==> src/rtl/beverage_dispenser_ctrl.sv <==
// Beverage dispenser sequencer: takes one order, walks the brew/sugar/stir/heat/milk/syrup
// phases with per-phase cycle counts, and faults on cup removal or heater timeout.
module beverage_dispenser_ctrl #(
   parameter int FLAV_W       = 2,
   parameter int TEMP_W       = 8,
   parameter int TEMP_TARGET  = 60,
   parameter int SUGAR_UNIT   = 2,
   parameter int STIR_CYCLES  = 2,
   parameter int SYRUP_WAIT   = 2,
   parameter int SYRUP_CYCLES = 3,
   parameter int HEAT_TIMEOUT = 200,
   parameter int CNT_W        = 8
) (
   input  logic                     clk,
   input  logic                     rst,
   input  logic                     start,
   input  logic                     ir_sensor,
   input  logic [FLAV_W-1:0]        flavour_select,
   input  logic [1:0]               sugar_select,
   input  logic [TEMP_W-1:0]        temp_value,
   input  logic                     fault_clr,
   output logic                     busy,
   output logic                     water,
   output logic                     coffee_powder,
   output logic                     sugar,
   output logic                     stirrer,
   output logic                     heater,
   output logic                     whole_milk,
   output logic                     milk_dispenser,
   output logic [(2**FLAV_W)-1:0]   syrup_dispenser,
   output logic [(2**FLAV_W)-1:0]   led_flavor,
   output logic                     led_temp,
   output logic                     done,
   output logic                     buzzer,
   output logic                     fault
);

   localparam int NUM_FLAV = 2**FLAV_W;

   localparam logic [CNT_W-1:0] STIR_LAST  = CNT_W'(STIR_CYCLES - 1);
   localparam logic [CNT_W-1:0] WAIT_LAST  = CNT_W'(SYRUP_WAIT - 1);
   localparam logic [CNT_W-1:0] SYRUP_LAST = CNT_W'(SYRUP_CYCLES - 1);
   localparam logic [CNT_W-1:0] HEAT_LAST  = CNT_W'(HEAT_TIMEOUT - 1);

   typedef enum logic [3:0] {
      ST_IDLE          = 4'd0,
      ST_WAIT_CUP      = 4'd1,
      ST_BREW          = 4'd2,
      ST_SUGAR         = 4'd3,
      ST_STIR          = 4'd4,
      ST_HEAT          = 4'd5,
      ST_DISPENSE_MILK = 4'd6,
      ST_WAIT_SYRUP    = 4'd7,
      ST_SYRUP         = 4'd8,
      ST_DONE          = 4'd9,
      ST_FAULT         = 4'd10
   } state_t;

   state_t                r_state;
   logic [FLAV_W-1:0]     r_fl;
   logic [1:0]            r_su;
   logic [CNT_W-1:0]      r_cnt;

   state_t                w_nextState;
   logic [FLAV_W-1:0]     w_nextFl;
   logic [NUM_FLAV-1:0]   w_flOneHot;
   logic [CNT_W-1:0]      w_sugarLast;
   logic                  w_tempReady;
   logic                  w_cupGuarded;
   logic                  w_timed;

   assign w_nextFl     = (r_state == ST_IDLE && start) ? flavour_select : r_fl;
   assign w_flOneHot   = NUM_FLAV'(1) << w_nextFl;
   assign w_sugarLast  = CNT_W'(r_su) * CNT_W'(SUGAR_UNIT) - CNT_W'(1);
   assign w_tempReady  = temp_value >= TEMP_W'(TEMP_TARGET);
   assign w_cupGuarded = r_state inside {[ST_BREW:ST_SYRUP]};
   assign w_timed      = r_state inside {ST_SUGAR, ST_STIR, ST_HEAT, ST_WAIT_SYRUP, ST_SYRUP};

   // Cup removal during any dispensing phase beats every other transition.
   always_comb begin
      w_nextState = r_state;
      case (r_state)
         ST_IDLE:          if (start) w_nextState = ST_WAIT_CUP;
         ST_WAIT_CUP:      if (ir_sensor) w_nextState = ST_BREW;
         ST_BREW:          w_nextState = (r_su == 2'd0) ? ST_STIR : ST_SUGAR;
         ST_SUGAR:         if (r_cnt == w_sugarLast) w_nextState = ST_STIR;
         ST_STIR:          if (r_cnt == STIR_LAST) w_nextState = ST_HEAT;
         ST_HEAT: begin
            if (w_tempReady)             w_nextState = ST_DISPENSE_MILK;
            else if (r_cnt == HEAT_LAST) w_nextState = ST_FAULT;
         end
         ST_DISPENSE_MILK: w_nextState = ST_WAIT_SYRUP;
         ST_WAIT_SYRUP:    if (r_cnt == WAIT_LAST) w_nextState = ST_SYRUP;
         ST_SYRUP:         if (r_cnt == SYRUP_LAST) w_nextState = ST_DONE;
         ST_DONE:          if (!ir_sensor) w_nextState = ST_IDLE;
         ST_FAULT:         if (fault_clr) w_nextState = ST_IDLE;
         default:          w_nextState = ST_IDLE;
      endcase
      if (w_cupGuarded && !ir_sensor) w_nextState = ST_FAULT;
   end

   // Outputs are decoded from the state being entered so they line up with r_state.
   always_ff @(posedge clk) begin
      if (rst) begin
         r_state         <= ST_IDLE;
         r_fl            <= '0;
         r_su            <= '0;
         r_cnt           <= '0;
         busy            <= 1'b0;
         water           <= 1'b0;
         coffee_powder   <= 1'b0;
         sugar           <= 1'b0;
         stirrer         <= 1'b0;
         heater          <= 1'b0;
         whole_milk      <= 1'b0;
         milk_dispenser  <= 1'b0;
         syrup_dispenser <= '0;
         led_flavor      <= '0;
         led_temp        <= 1'b0;
         done            <= 1'b0;
         buzzer          <= 1'b0;
         fault           <= 1'b0;
      end else begin
         r_state <= w_nextState;
         if (r_state == ST_IDLE && start) begin
            r_fl <= flavour_select;
            r_su <= sugar_select;
         end
         if (w_nextState != r_state)
            r_cnt <= '0;
         else if (w_timed)
            r_cnt <= r_cnt + CNT_W'(1);

         busy            <= (w_nextState != ST_IDLE);
         water           <= (w_nextState == ST_BREW);
         coffee_powder   <= (w_nextState == ST_BREW);
         sugar           <= (w_nextState == ST_SUGAR);
         stirrer         <= (w_nextState == ST_STIR) || (w_nextState == ST_HEAT);
         heater          <= (w_nextState == ST_HEAT);
         whole_milk      <= (w_nextState == ST_HEAT);
         milk_dispenser  <= (w_nextState == ST_DISPENSE_MILK);
         syrup_dispenser <= (w_nextState == ST_SYRUP) ? w_flOneHot : '0;
         led_flavor      <= (w_nextState inside {[ST_WAIT_CUP:ST_DONE]}) ? w_flOneHot : '0;
         led_temp        <= (w_nextState inside {[ST_DISPENSE_MILK:ST_DONE]});
         done            <= (w_nextState == ST_DONE);
         buzzer          <= ((w_nextState == ST_DONE) && (r_state != ST_DONE)) ||
                            (w_nextState == ST_FAULT);
         fault           <= (w_nextState == ST_FAULT);
      end
   end

endmodule

==> config.mk <==
export PLATFORM = sky130hd
export DESIGN_NAME = beverage_dispenser_ctrl
export DESIGN_NICKNAME = d
export VERILOG_FILES = /design/src/rtl/beverage_dispenser_ctrl.sv
export SDC_FILE = /design/constraint.sdc
export NUM_CORES = 1
export LEC_CHECK = 0
export ABC_AREA = 1
export ABC_CLOCK_PERIOD_IN_PS = 1700
export CORE_AREA = 2 2 66 68
export CTS_BUF_LIST = sky130_fd_sc_hd__clkbuf_8
export DETAILED_ROUTE_END_ITERATION = 12
export DIE_AREA = 0 0 68 70
export GPL_TIMING_DRIVEN = 0
export PLACE_DENSITY = 0.78
export SYNTH_ARGS = -nofsm -noshare
export SYNTH_HDL_FRONTEND = slang
export SYNTH_SLANG_ARGS = --single-unit
==> constraint.sdc <==
create_clock -name clk -period 1.7 [get_ports clk]
set_input_delay 0.34 -clock clk [delete_from_list [all_inputs] [get_ports clk]]
set_output_delay 0.34 -clock clk [all_outputs]
set_load 0.02 [all_outputs]
==> results of run 1 <==
-- where the power goes --
group | leakage, nW | switching (mW) | internal [mW] | total, mW
registers | 0.280 | 0.134 | 1.01 | 1.15
logic | 0.792 | 1.88 | 1.21 | 3.09
clock network | 0.0573 | 0.300 | 0.469 | 0.769
-- worst max-delay path, stage by stage, from the launching register on --
cell and delay (ns):
dfxtp_2 0.34, inv_2 0.05, ha_4 0.21, inv_2 0.04
nand2_1 0.04, nand2_1 0.06, nand2_1 0.06, nor2_2 0.15
nand3_2 0.12, nand3_2 0.11, nand2_2 0.07, nand2_1 0.06
nand2_1 0.05, nor2_2 0.13, nand3_4 0.17, nor2_2 0.13
-- layout make-up --
class / count / area share
multi-input combinational: 189 / 0.4470
timing repair buffer: 44 / 0.1631
tap: 52 / 0.02452
clock buffer: 6 / 0.03112
buffer: 3 / 0.007072
clock inverter: 1 / 0.01132
sequential: 34 / 0.2621
inverter: 38 / 0.05375
-- state kept, by name (all words and copies together) (netlist names) --
name	count
done	1
sugar	1
r_su	2
r_state	4
whole_milk	1
led_temp	1
r_fl	2
r_cnt	8
stirrer	1
buzzer	1
fault	1
milk_dispenser	1
coffee_powder	1
syrup_dispenser	4
led_flavor	4
busy	1
-- layout by cell type, fill, tap and decap left out, types with 3 or more instances in the layout --
master,synthesis,final
inv_1,27,22
dfxtp_1,34,26
nor3_1,7,3
nand2_1,60,53
dfxtp_2,0,6
inv_2,11,16
xor2_1,6,6
nor2_2,15,20
nor3_2,1,5
nor2_1,41,32
nand2_2,11,16
nand3_2,4,5
buf_4,2,10
o21ai_0,8,6
clkdlybuf4s50_1,0,33
nand3_1,12,8
nor2_4,2,6
nand2_4,3,5
clkbuf_8,0,6
nand3_4,2,5
-- cell families after synthesis --
kind of cell | after synthesis
simple gates | 164
buf+inv | 41
flops | 34
compound gates | 14
xor+xnor | 7
fa+ha+maj | 4
-- metal layers --
metal  GRT usage  part of all wire  vias to the layer above
li1            -                 -                      914
met1      0.2459              0.40                      793
met2      0.3031              0.51                       54
met3     0.05314             0.066                       11
met4     0.06444             0.024                        0
met5           0                 0                        -
-- timing repair --
item | in CTS | in global routing
endpoints found under the setup margin | 23 | 26
setup buffers | 8 | 3
endpoints found under the hold margin | 0 | 0
pin swaps | 13 | 15
cloned | 0 | 0
gates resized for setup | 19 | 34
-- worst max path at each step --
stage / endpoint / slack, ns / cells past startpoint
CTS: r_cnt[3]$_SDFFE_PP0P_ / -0.13 / 14
detailed placement: r_cnt[0]$_SDFFE_PP0P_ / -0.47 / 12
global route: r_cnt[1]$_SDFFE_PP0P_ / -0.29 / 15
global placement: r_cnt[0]$_SDFFE_PP0P_ / -0.43 / 9
finish: r_cnt[5]$_SDFFE_PP0P_ / -0.16 / 15
floorplan: r_cnt[0]$_SDFFE_PP0P_ / 0.002 / 15
==> run_results.csv, run 1 <==
group,metric,value,unit
place,dp.cells,349,
synth,synth_seq_area_share,0.3681,
synth,synth_compound_area_frac,0.04263,
min_path,whs_endpoint,"r_fl[0]$_SDFF_PP0_",
grt,gr-total-overflow,0,
synth,synth_cell_type_count,30,
floorplan,die_h,70,microns
synth,synth_fa_ha_area_frac,0.02706,
critical_path,worst-setup-path-type,"reg2reg",
detailed_routing,totalWireLength,4.569,mm
power,power_leakage,1.129,nW
synth,synth_top_area_share,0.3681,
sta,fmax,537.3,MHz
detailed_routing,viasPerCell,4.828,
synth,synth.avg_cell_area,7.005,sq um
detailed_routing,drt_iter0_markers,72,
synth,ys_ff_latch,34,
synth,synth_edf_count,0,
sta,grt_setup_unrepaired,"true",
critical_path,crit_start,"r_su[0]$_SDFFE_PP0P_",
critical_path,timing.rr.start,"r_su[0]$_SDFFE_PP0P_",
clock_tree,ctsHoldBuffers,0,
grt,grt_pass1_vias,1566,
critical_path,critPathLaunchType,"flop",
synth,yosys.area_share.simple,0.4418,
sta,worstMarginPinSlew,0.5263,ns
final_layout,fin_nets,336,
synth,ys_warn_count,0,
power,p_per_area,1886,mW/mm^2
synth,synth_top_family_by_area,"simple AND/OR/NAND/NOR gates",
synth,synthMuxAreaShare,0,
sta,setup_tns,-2.355,ns
synth,synthTopCellsByCount,"60 x nand2_1, 41 x nor2_1, 34 x dfxtp_1",
grt,grt_max_degree,11,
clock_tree,htreeDepth,2,
synth,synth.cell_area,0.001849,sq mm
clock_tree,clock_path_buffers,2,
min_path,hp-class,"in2reg",
sta,layout_setup_ws,-0.1612,ns
critical_path,critPathArrivalTime,2.10,ns
synth,synth_area_leader_cell,"dfxtp_1",
critical_path,cp.required,1.94,ns
clock_tree,clk_latency,0.29,ns
synth,postSynthCellCount,264,
detailed_routing,first_pass_iters,5,
sta,setup_viol,23,
detailed_routing,via_count,1772,
synth,synthTopCellsByArea,"dfxtp_1 37%, nand2_1 12%, nor2_1 8.3%",
min_path,whs_path_depth,2,
critical_path,r2r_setup_slack,-0.16,ns
place,gp_congestion,0.8754,
detailed_routing,wl_per_cell,12.45,microns
power,power,5.005,mW
synth,synth-xor-area-share,0.03315,
final_layout,fillerInstances,353,
clock_tree,cts_tree,"yes",
critical_path,timing.rr.end,"r_cnt[5]$_SDFFE_PP0P_",
critical_path,ff2ff_path_depth,15,
sta,min_period,1.861,ns
status,status,"complete, but fails checks",
clock_tree,cts.clk_slew.worst_paths,0.07,ns
synth,async_flop_share,0,
place,dp_slack,-0.4675,ns
sta,maxSlewViolCount,0,
sta,hold_viol_final,0,
detailed_routing,drc,0,
floorplan,rows,24,
final_layout,utilization,0.6404,
power,peakVddDrop,1.232,mV
floorplan,initial_core_util,0.4463,
final_layout,layout-drive-gt1-share,0.3556,
floorplan,dieArea,0.004760,sq mm
min_path,hp-start,"rst",
floorplan,chipWidth,68,microns
critical_path,critPathCaptureType,"flop",
sta,hold_ws,0.4739,ns
final_layout,area_growth,43.50,%
sta,finClkSkew,0.005822,ns
synth,synthesis.nets,285,
place,placed_cell_area,0.002261,sq mm
floorplan,pin_count,37,
sta,post-route-period-util,1.095,
sta,max_slew_margin,0.6491,
clock_tree,numCtsBuffers,5,
place,port_buffers,33,
synth,synth_most_common_cell,"nand2_1",
grt,track_usage,0.1911,
place,place_hpwl,3.070,mm
clock_tree,cts_root_buf,"clkbuf_8",
floorplan,core,0.004144,sq mm
grt,grt_first_pass_wirelength,6.817,mm
final_layout,multiInputGateArea,0.001186,sq mm
critical_path,cp_max_fo,8,
grt,antenna_found_initial,0,
detailed_routing,antenna_left,0,
status,failed_checks,"negative setup slack",
final_layout,register_area,695.7,sq um
job,maxCapViolCount,0,
final_layout,num_antenna_cells,0,
clock_tree,cts_sinks,34,
final_layout,finalNonFillerCells,367,
final_layout,fin_area,0.002654,sq mm
synth,ys.flop_type,"dfxtp_1",
Power figures use the tool's default switching activity.
==> inputs of run 2 (changes only) <==
CTS_BUF_LIST = sky130_fd_sc_hd__clkbuf_4   (was sky130_fd_sc_hd__clkbuf_8)
==> run 2 against run 1 <==
Effect of this change: the run still ends with negative setup slack left; utilization fell by 2.6 points; register-to-register slack got worse by 0.02 ns; clock-buffer cell count fell by 1; largest power group unchanged; cell area fell by 4.0%; flip-flop and latch count did not move; total power fell by 7.9%; worst setup slack got worse by 0.017 ns; via count barely moved; critical endpoint is now r_cnt[2]$_SDFFE_PP0P_; combinational power fell by 6%.
==> run_results.csv, run 2 (same netlist as run 1, synthesis figures left out) <==
group,metric,value,unit
critical_path,critPathLaunchType,"flop",
power,peakVddDrop,0.9990,mV
critical_path,cp.required,1.99,ns
final_layout,fin_nets,336,
floorplan,die_h,70,microns
detailed_routing,viasPerCell,4.831,
grt,track_usage,0.1871,
critical_path,critPathSlowestCell,"dfxtp_2",
min_path,hp-class,"in2reg",
clock_tree,clock_path_buffers,2,
clock_tree,htreeDepth,2,
critical_path,cpPeakStageDelay,0.34,ns
floorplan,rows,24,
final_layout,utilization,0.6147,
grt,grt_max_degree,11,
detailed_routing,antenna_left,0,
critical_path,critPathArrivalTime,2.16,ns
critical_path,critPathCaptureType,"flop",
place,place_hpwl,3.070,mm
sta,fmax,532.3,MHz
status,failed_checks,"negative setup slack",
detailed_routing,drt_iter0_markers,52,
sta,maxSlewViolCount,0,
floorplan,dieArea,0.004760,sq mm
grt,grt_first_pass_wirelength,6.762,mm
detailed_routing,totalWireLength,4.510,mm
critical_path,cp_max_fo,8,
clock_tree,numCtsBuffers,5,
sta,max_slew_margin,0.6805,
place,gp_congestion,0.8754,
sta,min_period,1.879,ns
final_layout,final_cell_mix,"54 x nand2_1, 35 x nor2_1, 31 x clkdlybuf4s50_1, 26 x dfxtp_1, 23 x inv_1",
critical_path,worst-setup-path-type,"reg2reg",
grt,grt_pass1_vias,1580,
place,port_buffers,33,
detailed_routing,top_layer,"met4",
place,dp.cells,349,
power,power_leakage,1.116,nW
detailed_routing,drc,0,
floorplan,initial_core_util,0.4463,
critical_path,cpLargestDelayFamily,"simple AND/OR/NAND/NOR gates",
sta,post-route-period-util,1.105,
grt,gr-total-overflow,0,
floorplan,core,0.004144,sq mm
detailed_routing,first_pass_iters,4,
detailed_routing,met2_wirelength,2.319,mm
clock_tree,cts_sinks,34,
critical_path,crit_chain,"inv_2, ha_4, inv_2, nand2_1, nand2_1, nand2_1, nor2_2, nand2_2, nand2_4, nand3_4, nand2_4, nand2_2, nand2_2, nand3_4, nor2_2",
detailed_routing,wl_met1,1.907,mm
grt,antenna_found_initial,0,
floorplan,chipWidth,68,microns
power,p_per_area,1810,mW/mm^2
final_layout,finalNonFillerCells,367,
final_layout,fillerInstances,371,
critical_path,critical_path_buf_inv_count,2,
final_layout,layout-drive-gt1-share,0.3238,
sta,layout_setup_ws,-0.1786,ns
final_layout,num_antenna_cells,0,
floorplan,pin_count,37,
final_layout,area_growth,37.75,%
sta,setup_viol,21,
clock_tree,cts.clk_slew.worst_paths,0.10,ns
clock_tree,cts_tree,"yes",
clock_tree,clk_latency,0.35,ns
detailed_routing,wl_per_cell,12.29,microns
final_layout,largest-register,"r_cnt",
clock_tree,cts_root_buf,"clkbuf_4",
critical_path,timing.rr.start,"r_su[1]$_SDFFE_PP0P_",
sta,finClkSkew,0.01045,ns
final_layout,layout_commonest_cell,"nand2_1",
detailed_routing,wl_met3,201,microns
status,status,"complete, but fails checks",
sta,grt_setup_unrepaired,"true",
sta,hold_viol_final,0,
min_path,hp-start,"rst",
job,maxCapViolCount,0,
detailed_routing,via_count,1773,
final_layout,largest_reg_flops,8,
critical_path,crit_start,"r_su[1]$_SDFFE_PP0P_",
sta,worstMarginPinSlew,0.4792,ns
## run 2: cell types whose count changed in the layout (fill, tap and decap cells not counted), sizes merged
cell           change
dlygate4sd2        +2
clkinv             +1
clkdlybuf4s50      -2
clkbuf             -1
## run 2: layer usage
| metal | up-vias | global-route usage |
|---|---|---|
| met4 | 0 | 0.06000 |
| met5 | - | 0 |
| met1 | 811 | 0.2429 |
| met3 | 8 | 0.04831 |
| li1 | 916 | - |
| met2 | 38 | 0.2988 |
## run 2: per-stage QoR
stage                     TNS (ns)  setup slack (ns)  hold slack [ns]  power (mW)  area, sq um
after global routing        -6.566           -0.3228           0.4116       4.944         2547
final                       -2.568           -0.1786           0.4005       4.610         2547
after global placement      -8.671           -0.4318           0.4699       3.375         2261
after floorplan                  0          0.001508           0.4566       2.829         1866
after CTS                   -1.161           -0.1390           0.3814       4.346         2454
after detailed placement    -9.733           -0.4675           0.4721       3.420         2261
## run 2: final cells by class
class                           count  area (sq um)  share of cell area
Multi-Input combinational cell    189          1124              0.4411
Sequential cell                    34         695.7              0.2731
Timing Repair Buffer               44         430.4              0.1690
Inverter                           38         142.6             0.05599
Tap cell                           52         65.06             0.02554
Clock buffer                        5         37.54             0.01473
Clock inverter                      2         33.78             0.01326
Buffer                              3         18.77            0.007367
## run 2: final timing paths
| kind | depth (start not counted) | slack (ns) | end |
|---|---|---|---|
| worst min register to register | 2 | 0.58 | r_cnt[0]$_SDFFE_PP0P_ |
| worst max-delay path | 15 | -0.18 | r_cnt[2]$_SDFFE_PP0P_ |
| worst min-delay path | 2 | 0.40 | r_fl[0]$_SDFF_PP0_ |
| worst max register to register | 15 | -0.18 | r_cnt[2]$_SDFFE_PP0P_ |
## run 2: worst reg2reg max path, stage by stage, from the launching register on
cell	delay, ns
dfxtp_2	0.34
inv_2	0.05
ha_4	0.24
inv_2	0.04
nand2_1	0.04
nand2_1	0.07
nand2_1	0.06
nor2_2	0.14
nand2_2	0.09
nand2_4	0.11
nand3_4	0.09
nand2_4	0.11
nand2_2	0.05
nand2_2	0.07
nand3_4	0.16
nor2_2	0.15
## run 2: where the power goes
part	internal (mW)	total, mW	leakage (nW)	switching (mW)
Sequential	1.01	1.14	0.280	0.126
Combinational	1.14	2.90	0.797	1.76
Clock	0.297	0.573	0.0387	0.277
Total	2.44	4.61	1.12	2.17
## run 2: what timing repair did
action,in CTS,in global routing
pin swaps,11,12
hold buffers,0,0
gates resized for setup,22,18
buffers inserted,7,4
endpoints found under the setup margin,23,27
